--- config.mk ---
export PLATFORM = sky130hd
export DESIGN_NAME = punc_mem_arbiter
export DESIGN_NICKNAME = d
export VERILOG_FILES = /design/src/rtl/punc_mem_arbiter.sv
export SDC_FILE = /design/constraint.sdc
export NUM_CORES = 1
export LEC_CHECK = 0
export ABC_AREA = 0
export BUFFER_PORTS_ARGS = -buffer_cell sky130_fd_sc_hd__buf_4
export CAP_MARGIN = 20
export CELL_PAD_IN_SITES_DETAIL_PLACEMENT = 1
export CELL_PAD_IN_SITES_GLOBAL_PLACEMENT = 2
export CORE_AREA = 2 2 105 107
export CTS_CLUSTER_SIZE = 30
export DETAILED_ROUTE_END_ITERATION = 6
export DIE_AREA = 0 0 107 109
export PLACE_DENSITY_LB_ADDON = 0.1
export SLEW_MARGIN = 20
export SYNTH_ARGS = -nofsm -noshare
export SYNTH_HDL_FRONTEND = slang
export SYNTH_SLANG_ARGS = --single-unit
--- constraint.sdc ---
create_clock -name clk -period 4.65 [get_ports clk]
set_input_delay 1.1625 -clock clk [delete_from_list [all_inputs] [get_ports clk]]
set_output_delay 1.1625 -clock clk [all_outputs]
set_load 0.1 [all_outputs]
--- src/rtl/punc_mem_arbiter.sv ---
// Two-port arbiter sharing the PUnC single-port memory between the core (port 0)
// and a host/debug loader (port 1), with a lock for indirect LDI/STI pairs.
module punc_mem_arbiter #(
  parameter int ADDR_W = 16,
  parameter int DATA_W = 16
) (
  input  logic              clk,
  input  logic              rst,
  input  logic              req0,
  input  logic              req1,
  input  logic              we0,
  input  logic              we1,
  input  logic              lock0,
  input  logic              lock1,
  input  logic [ADDR_W-1:0] addr0,
  input  logic [ADDR_W-1:0] addr1,
  input  logic [DATA_W-1:0] wdata0,
  input  logic [DATA_W-1:0] wdata1,
  output logic              gnt0,
  output logic              gnt1,
  output logic              rvalid0,
  output logic              rvalid1,
  output logic [DATA_W-1:0] rdata,
  output logic              mem_en,
  output logic              mem_we,
  output logic [ADDR_W-1:0] mem_addr,
  output logic [DATA_W-1:0] mem_wdata,
  input  logic [DATA_W-1:0] mem_rdata
);

  typedef enum logic [1:0] {IDLE, ISSUE, RESP} state_t;

  state_t state, state_nxt;

  logic              owner;      // port of the access in flight
  logic              we_q;
  logic              lock_q;
  logic [ADDR_W-1:0] addr_q;
  logic [DATA_W-1:0] wdata_q;
  logic [DATA_W-1:0] rdata_q;
  logic              last;       // port granted most recently
  logic              locked;
  logic              lock_owner;

  logic elig0, elig1, any_elig, win;

  // While locked, only the owner's request is visible to arbitration.
  assign elig0    = req0 & (~locked | ~lock_owner);
  assign elig1    = req1 & (~locked |  lock_owner);
  assign any_elig = elig0 | elig1;
  assign win      = (elig0 & elig1) ? ~last : elig1;

  always_ff @(posedge clk) begin
    if (rst) state <= IDLE;
    else     state <= state_nxt;
  end

  always_comb begin
    state_nxt = state;
    case (state)
      IDLE:    if (any_elig) state_nxt = ISSUE;
      ISSUE:   state_nxt = we_q ? IDLE : RESP;
      RESP:    state_nxt = IDLE;
      default: state_nxt = IDLE;
    endcase
  end

  always_ff @(posedge clk) begin
    if (rst) begin
      owner      <= 1'b0;
      we_q       <= 1'b0;
      lock_q     <= 1'b0;
      addr_q     <= '0;
      wdata_q    <= '0;
      rdata_q    <= '0;
      last       <= 1'b1;
      locked     <= 1'b0;
      lock_owner <= 1'b0;
    end else begin
      case (state)
        IDLE: if (any_elig) begin
          owner   <= win;
          we_q    <= win ? we1    : we0;
          lock_q  <= win ? lock1  : lock0;
          addr_q  <= win ? addr1  : addr0;
          wdata_q <= win ? wdata1 : wdata0;
        end
        ISSUE: begin
          last       <= owner;
          locked     <= lock_q;
          lock_owner <= owner;
        end
        RESP: rdata_q <= mem_rdata;
        default: ;
      endcase
    end
  end

  // mem_rdata comes from the memory's own output register, so it is forwarded
  // in RESP and held in rdata_q afterwards.
  always_comb begin
    gnt0      = (state == ISSUE) & ~owner;
    gnt1      = (state == ISSUE) &  owner;
    rvalid0   = (state == RESP)  & ~owner;
    rvalid1   = (state == RESP)  &  owner;
    mem_en    = (state == ISSUE);
    mem_we    = (state == ISSUE) & we_q;
    mem_addr  = (state == ISSUE) ? addr_q  : '0;
    mem_wdata = (state == ISSUE) ? wdata_q : '0;
    rdata     = (state == RESP)  ? mem_rdata : rdata_q;
  end

endmodule

==> impl_metrics.env <==
export IMPL_end_kind="output pin"
export IMPL_synth_cells=309
export IMPL_synth_top_cell_area_share_pct=43.9
export IMPL_cts_buffers=5
export IMPL_ctsResizeCount=0
export IMPL_yosysTopAreaCell="dfxtp_1"
export IMPL_finalHoldWorstSlack_ns=0.472
export IMPL_final_area_um2=3860
export IMPL_ir_drop_mv=0.156
export IMPL_ys_ff_latch=56
export IMPL_critPathArrivalTime_ns=2.11
export IMPL_drtIter0Drc=71
export IMPL_instances_no_fill=576
export IMPL_final_cell_mix="144 x buf_4, 73 x nand2_1, 56 x dfxtp_1, 37 x nor2_1, 35 x and2_1"
export IMPL_start_kind="flip-flop"
export IMPL_multi_input_area_um2=1330
export IMPL_cts_tree="done"
export IMPL_highest_layer="met4"
export IMPL_worst_slew_pin_slew_ns=0.934
export IMPL_post_synth_num_cell_types=19
export IMPL_crit_chain="nand2b_1 > inv_1 > buf_4 > and2_1 > buf_4"
export IMPL_min_period_over_period_pct=70.4
export IMPL_synth_area_leaders="dfxtp_1 44%, a311oi_1 12%, nand2_1 11%"
export IMPL_ys_warn_count=0
export IMPL_holdBufCountCts=0
export IMPL_drt_met1_wl_mm=3.53
export IMPL_drive_gt1_share_pct=39.0
export IMPL_track_usage_pct=13.9
export IMPL_dieWidth_um=107
export IMPL_nNetsFinal=524
export IMPL_met3_length_um=592
export IMPL_core_area_um2=10600
export IMPL_drt_pass1_iterations=4
export IMPL_worstPathRequired_ns=3.49
export IMPL_clkLatencyLatePin_ns=0.31
export IMPL_fillers=1266
export IMPL_max_slew_margin_pct=37.8
export IMPL_numPortBuffers=141
export IMPL_routed_wl_mm=8.17
export IMPL_grt_pass1_wl_mm=13.0
export IMPL_syn_num_nets=397
export IMPL_clkSinkCount=56
export IMPL_period_needed_ns=3.27
export IMPL_final_common_cell="buf_4"
export IMPL_power_density_nw_per_um2=368
export IMPL_status="completed"
export IMPL_p_leak_nw=1.80
export IMPL_fin_skew_ns=0.00410
export IMPL_n_antenna_cell=0
export IMPL_initial_core_util_pct=24.1
export IMPL_gp_congestion=0.676
export IMPL_cts_setup_buffers=0
export IMPL_rsz0062_at_grt="false"
export IMPL_grt_overflow=0
export IMPL_drc_errors=0
export IMPL_dp_hpwl_mm=5.72
export IMPL_regArea_um2=1120
export IMPL_slowest_stage="dfxtp_1"
export IMPL_crit_type="reg -> out"
export IMPL_die_area_um2=11700
export IMPL_syn2layout_area_growth_pct=51.2
export IMPL_dp_cells=569
export IMPL_place_area_um2=3730
export IMPL_maxSlewViolCount=0
export IMPL_drtAntennaViolNets=0
export IMPL_wl_met2_mm=3.98
export IMPL_synthesis_area_um2=2550
export IMPL_hp_class="reg -> reg"
export IMPL_slowest_delay_ns=0.44
export IMPL_antenna_found_initial=0
export IMPL_grt_start_max_net_pins=57
export IMPL_grt_pass1_vias=2740
export IMPL_num_vias=2598
export IMPL_max_cap_violations=0
export IMPL_crit_fanout=23
export IMPL_finalSetupViolCount=0
export IMPL_fp_row_count=38
export IMPL_ctsRootBufferMaster="clkbuf_8"
export IMPL_path_clk_slew_ns=0.10
export IMPL_avgSynthCellArea_um2=8.27
export IMPL_finalHoldViolCount=0
export IMPL_clk_path_buf_depth=2
export IMPL_clock_fmax_mhz=306
export IMPL_cpMostUsedCell="buf_4"
export IMPL_ios=142
export IMPL_h_tree_depth=2
export IMPL_wire_per_inst_um=14.2
export IMPL_critPathTopFamily="buffers and inverters"
export IMPL_finalSetupTns_ns=0
export IMPL_synth_seq_area_share_pct=43.9
export IMPL_worst_path_buf_inv=3
export IMPL_dieHeight_um=109
export IMPL_viasPerCell=4.51
worst paths after layout:
kind                    from       endpoint  slack (ns)  cells after the start
setup / recovery    state[0]  mem_wdata[15]        1.38                      5
hold / removal        lock_q         locked        0.47                      2
setup reg to reg  lock_owner     addr_q[13]        2.48                      5
hold reg to reg       lock_q         locked        0.47                      2
routing by layer:
| layer | GRT usage [%] | vias to the layer above |
|---|---|---|
| met4 | 3.34 | 0 |
| met1 | 16.7 | 1226 |
| met3 | 3.65 | 4 |
| met5 | 0 | - |
| li1 | - | 1285 |
| met2 | 24.9 | 83 |
logic make-up (layout without fill, tap and decap cells):
group / Yosys count / in the layout / synth area share (%)
compound gates: 39 / 39 / 13.7
buf+inv: 28 / 155 / 4.41
flops: 56 / 56 / 43.9
mux: 17 / 17 / 7.44
simple gates: 169 / 169 / 30.6
power breakdown:
group | switching (mW) | internal, mW
Sequential | 0.0229 | 0.529
Clock | 0.158 | 0.212
Combinational | 0.346 | 0.155
Total | 0.527 | 0.896
metrics by stage:
stage | util (%) | setup slack [ns] | total power [mW]
finish | 36.4 | 1.38 | 1.42
global route | 36.4 | 1.14 | 1.51
CTS | 36.4 | 1.29 | 1.45
detailed placement | 35.2 | 1.58 | 1.07
global placement | 35.2 | 1.63 | 1.07
floorplan | - | 0.928 | 0.922
cell usage after synthesis, drive strengths merged:
library cell  instances
mux2i                 1
dfxtp                56
and3                  1
and2                 35
a21oi                 3
a311oi               34
nand3b                1
o32a                  1
nand3                 1
nand2b                2
nor2b                18
buf                   6
nor3                  1
clkbuf               19
nor2                 37
inv                   3
mux2                 16
a2111oi               1
nand2                73
layout make-up:
type	count	share of cell area, %
multi-input cells	225	34.3
flip-flops and latches	56	29.0
repair buffers	145	28.5
well taps	140	4.53
clock buffers	5	1.78
clock inverters	2	1.55
inverters	3	0.291
state kept, by name, summed over array words and instances (netlist names):
register and count:
addr_q 16, rdata_q 16, wdata_q 16, state 2, last 1, lock_owner 1
lock_q 1, locked 1, owner 1, we_q 1
tightest hold or removal path: cells and delay by family (launching register included):
family	cells	cell delay, ns
DFF	1	0.32
and+or+nand+nor	1	0.06
AOI/OAI and AO/OA	1	0.05
Note: power is estimated with default switching activity, not from simulation.
